===== config.mk =====
export PLATFORM = sky130hd
export DESIGN_NAME = gameover_fade_ctrl
export DESIGN_NICKNAME = d
export VERILOG_FILES = /design/src/rtl/gameover_fade_ctrl.sv
export SDC_FILE = /design/constraint.sdc
export NUM_CORES = 1
export LEC_CHECK = 0
export ABC_AREA = 0
export CAP_MARGIN = 10
export CORE_ASPECT_RATIO = 1.4
export CORE_UTILIZATION = 39
export CTS_BUF_LIST = sky130_fd_sc_hd__clkbuf_16
export CTS_CLUSTER_SIZE = 40
export DETAILED_ROUTE_END_ITERATION = 6
export HOLD_SLACK_MARGIN = 0.15
export PLACE_DENSITY = 0.65
export SYNTH_ARGS = -nofsm -noshare
export SYNTH_HDL_FRONTEND = slang
export SYNTH_SLANG_ARGS = --single-unit

===== constraint.sdc =====
create_clock -name Clk -period 4.1 [get_ports Clk]
set_input_delay 0.615 -clock Clk [delete_from_list [all_inputs] [get_ports Clk]]
set_output_delay 0.615 -clock Clk [all_outputs]
set_load 0.02 [all_outputs]

===== src/rtl/gameover_fade_ctrl.sv =====
// gameover_fade_ctrl: fades the game-over screen in, holds it, fades it out, then pulses done
module gameover_fade_ctrl #(
    parameter int STEP_FRAMES = 4,
    parameter int HOLD_FRAMES = 120,
    parameter int CNT_W       = 8
) (
    input  logic       Clk,
    input  logic       Reset,
    input  logic       trigger,
    input  logic       skip,
    input  logic       frame_start,
    input  logic [4:0] index_in,
    input  logic       blank_in,
    output logic [4:0] palette_index,
    input  logic [3:0] pal_red,
    input  logic [3:0] pal_green,
    input  logic [3:0] pal_blue,
    output logic [3:0] red,
    output logic [3:0] green,
    output logic [3:0] blue,
    output logic       blank_out,
    output logic       screen_active,
    output logic [4:0] level,
    output logic       done
);
    typedef enum logic [2:0] {IDLE, FADE_IN, HOLD, FADE_OUT, DONE} state_t;

    localparam logic [CNT_W-1:0] STEP_LAST = CNT_W'(STEP_FRAMES - 1);
    localparam logic [CNT_W-1:0] HOLD_LAST = CNT_W'(HOLD_FRAMES - 1);

    state_t           state;
    logic [CNT_W-1:0] frame_cnt;
    logic             blank_d;

    // upper nibble of the 8-bit product; level 16 returns c unchanged
    function automatic logic [3:0] scale(input logic [3:0] c, input logic [4:0] l);
        logic [7:0] p;
        p = {4'b0, c} * {3'b0, l};
        return p[7:4];
    endfunction

    always_ff @(posedge Clk) begin
        if (Reset) begin
            state         <= IDLE;
            level         <= 5'd0;
            frame_cnt     <= '0;
            palette_index <= 5'd0;
            blank_d       <= 1'b1;
            blank_out     <= 1'b1;
            red           <= 4'd0;
            green         <= 4'd0;
            blue          <= 4'd0;
            screen_active <= 1'b0;
            done          <= 1'b0;
        end else begin
            palette_index <= index_in;
            blank_d       <= blank_in;
            blank_out     <= blank_d;
            red           <= blank_d ? 4'd0 : scale(pal_red, level);
            green         <= blank_d ? 4'd0 : scale(pal_green, level);
            blue          <= blank_d ? 4'd0 : scale(pal_blue, level);
            done          <= 1'b0;
            case (state)
                IDLE: begin
                    level <= 5'd0;
                    if (trigger) begin
                        state         <= FADE_IN;
                        frame_cnt     <= '0;
                        screen_active <= 1'b1;
                    end
                end
                FADE_IN: begin
                    if (skip) begin
                        level     <= 5'd16;
                        state     <= HOLD;
                        frame_cnt <= '0;
                    end else if (frame_start) begin
                        if (frame_cnt == STEP_LAST) begin
                            frame_cnt <= '0;
                            level     <= level + 5'd1;
                            if (level == 5'd15) state <= HOLD;
                        end else begin
                            frame_cnt <= frame_cnt + CNT_W'(1);
                        end
                    end
                end
                HOLD: begin
                    if (skip || (frame_start && frame_cnt == HOLD_LAST)) begin
                        state     <= FADE_OUT;
                        frame_cnt <= '0;
                    end else if (frame_start) begin
                        frame_cnt <= frame_cnt + CNT_W'(1);
                    end
                end
                FADE_OUT: begin
                    if (frame_start) begin
                        if (frame_cnt == STEP_LAST) begin
                            frame_cnt <= '0;
                            level     <= level - 5'd1;
                            if (level == 5'd1) begin
                                state         <= DONE;
                                screen_active <= 1'b0;
                                done          <= 1'b1;
                            end
                        end else begin
                            frame_cnt <= frame_cnt + CNT_W'(1);
                        end
                    end
                end
                DONE:    state <= IDLE;
                default: state <= IDLE;
            endcase
        end
    end
endmodule


==> metrics <==
status complete, no violations; TritonCTS clock tree done; sequential share of the synthesized area 23.8%; Hold-fix buffers, CTS 0; Psw 0.502 mW; max-slew violations 0; sequential share of power 32.9%; Setup CP Type in2reg; worst stage delay on the critical path 0.54 ns; first-pass GRT wire length 11.9 mm; Final Cycle Share roughly nine tenths; Clock Sinks 37; Layout fillers 725; multi-input logic area 2140 um2; DRC Markers 0; I/O pins between 40 and 50; Int Power 0.895 mW; area grow syn2layout 21.6%; crit path cell chain clkdlybuf4s50_1, and2_1, fa_1, inv_1, fa_1, inv_1, ha_1, and3_1, a221o_1, a31oi_1, xnor2_1, nor2_1; 1st-iter DRT viols 62; mux cell area share after synthesis 0.644%; RSZ-0062 raised after global routing false; post-CTS setup buffer count 0; Die ar. 8330 um2; DR vias 2616; Power Total ~1.4 mW; post-CTS sizing 0; vias in the first global route 2715; DRT Wirelength ~6.6 mm; logic gate share of total power 36.5%; CP Buf/Inv Count 3; maximum vdd drop approximately 0.24 mV; H-Tree Depth 2; Net Count, Synth 429; required time worst endpoint roughly 4.3 ns; Port Buffers 47; Cells after Synth 359; Post-Syn Area 3110 um2; Warnings, synthesis 0; hold_ws between 0.4 and 0.5 ns; routed length per instance 13.3 um; Clock Power Share 30.6%; area share of fa/ha/maj cells after synthesis 22.9%; post-route cell area 3780 um2; Clock Tree Root clkbuf_16; fraction of registers with async set/reset 0%; largest family of logic cells by synthesized area simple AND/OR/NAND/NOR gates; Via-to-Cell Ratio roughly 5.2; deepest clock path buffer count 2; top_reg_cell synth dfxtp_1; CP max FO 5; setup violators final 0; proportion of layout cells with a drive suffix above 1 6.27%; Yosys cell types 59; PD cells between 300 and 400 nW/um2; Top delay family on crit path adder cells; worst reg-to-reg path cell count 10; Rel. slew slack a little under two fifths; die width 77.4 um; worst-skew pair later-pin latency between 0.2 and 0.3 ns; CP max-delay cell fa_1; Worst Tran Pin Value ~0.92 ns; Post-synth EDFFs 0; worst hold stages 2; clock slew at reported path FFs 0.06 ns; FF+latch count, synth 37; GR Overflow Total 0; simple-gate share of the synthesized area 25.7%; antenna cells 0; total iterations of the first detailed-routing run 4; clk_skew 0.00375 ns; Core Area 7750 um2; Sw Share approximately 36%; CTS Buf Count 5; Routed Antenna Nets 0; Pleak 1.64 nW; hpwl dp around 5 mm; crit end category register; post-synthesis area per instance 8.65 um2; Area after DPL 3620 um2; Storage cell area 741 um2; gpl congestion 0.847; initial antenna violation count 0; Initial Utilization 40.1%; Hold Path Class reg2reg; Final Hold Fails 0; Tmin final 3.69 ns; Levels on crit path 12; number of max-cap violations 0; Vert. Die Dim roughly 110 um; fmax 271 MHz; Layout Nets 469; Setup crit start kind input pin; final setup TNS 0 ns; crit path DAT 3.86 ns; Cell Rows 38; GRT Total Usage between 15 and 20%; xor and xnor area share after synthesis 6.48%; largest net degree at the start of global routing 27; Compound-Gate Fraction of Synth Area 13.3%
-- registers in the layout (all words and copies together), names as in the netlist --
signal,count
frame_cnt,8
blue,4
palette_index,5
blank_out,1
state,3
red,4
green,4
blank_d,1
screen_active,1
done,1
level,5
-- kinds of logic after synthesis --
kind of cell,count (synthesis)
xor+xnor,23
compound gates,57
buf+inv,46
flops,37
mux,2
fa+ha+maj,48
simple gates,146
-- synthesized netlist by cell type (all sizes together) (3+ instances only) --
master,n,area share [%]
nand2,41,5.0
dfxtp,37,24
ha,32,13
and2,30,6.0
inv,27,3.3
nor2,25,3.0
clkbuf,18,3.5
fa,15,9.7
xnor2,15,4.2
a21oi,14,2.3
a31oi,8,1.6
xor2,8,2.3
and3,6,1.3
o21ai,6,1.1
nand3,5,0.81
nor2b,5,1.0
nor3,5,0.81
a221o,4,1.3
and4,4,1.2
a21o,3,0.72
a32oi,3,0.85
nand4,3,0.60
nor4,3,0.60
o31ai,3,0.72
or2,3,0.60
or3,3,0.60
-- final cells by class --
class	count	area share, %
Clock buffer	5	3.31
Clock inverter	2	0.927
Inverter	27	2.68
Multi-Input combinational cell	276	56.7
Sequential cell	37	19.6
Tap cell	100	3.31
Timing Repair Buffer	52	13.4
-- worst paths after layout --
| kind | start | to | slack [ns] |
|---|---|---|---|
| max reg2reg | level[1]$_SDFFE_PP0P_ | red[3]$_SDFF_PP0_ | 0.56 |
| min reg2reg | screen_active$_SDFFE_PP0P_ | screen_active$_SDFFE_PP0P_ | 0.48 |
| min | screen_active$_SDFFE_PP0P_ | screen_active$_SDFFE_PP0P_ | 0.48 |
| max | pal_red[3] | red[3]$_SDFF_PP0_ | 0.41 |
-- power by group through the flow --
| stage | Clock (mW) | Combinational (mW) | Sequential [mW] |
|---|---|---|---|
| after floorplan | 0 | 0.413 | 0.432 |
| after global placement | 0 | 0.498 | 0.466 |
| after detailed placement | 0 | 0.509 | 0.467 |
| after CTS | 0.439 | 0.513 | 0.459 |
| after global routing | 0.457 | 0.579 | 0.470 |
| final | 0.428 | 0.510 | 0.459 |
-- through the flow --
stage / instances / worst slack [ns] / util [%]
floorplan: 359 / 0.685 / -
global placement: 492 / 0.224 / 46.7
detailed placement: 492 / 0.190 / 46.7
CTS: 499 / 0.426 / 48.8
global route: 499 / 0.302 / 48.8
finish: 499 / 0.406 / 48.8
-- metal layers --
layer,global-route usage [%],wire length (um),part of all wire (%),vias to the layer above
li1,-,-,-,1308
met2,33.9,3530,53,55
met5,0,0,0,-
met1,18.1,2680,40,1235
met4,10.2,195,2.9,0
met3,3.47,217,3.3,18
-- placed cells by master, fill, tap and decap left out, drive strengths merged, types with 2 or more instances in the layout --
cell,Yosys,final
or2,3,3
a21oi,14,14
and4,4,4
mux2i,2,2
nor2,25,25
fa,15,15
clkdlybuf4s50,0,47
o2111ai,2,2
nor3b,2,2
a21o,3,3
a221o,4,4
a31oi,8,8
nor4,3,3
and2,30,30
nand3,5,5
a22oi,2,2
nand3b,2,2
xor2,8,8
a32oi,3,3
xnor2,15,15
o31ai,3,3
nor2b,5,5
buf,1,5
ha,32,32
nand2b,2,2
and3,6,6
o211ai,2,2
o21ai,6,6
inv,27,27
or3,3,3
nand4,3,3
nor4b,2,2
dfxtp,37,37
nand2,41,41
clkbuf,18,5
nor3,5,5
-- worst min-delay path, delay by kind of cell, from the launching register on --
| kind | cells | cell delay [ns] |
|---|---|---|
| DFF | 1 | 0.31 |
| AOI/OAI and AO/OA | 2 | 0.12 |
No activity file was read; power rests on OpenSTA's default activity.
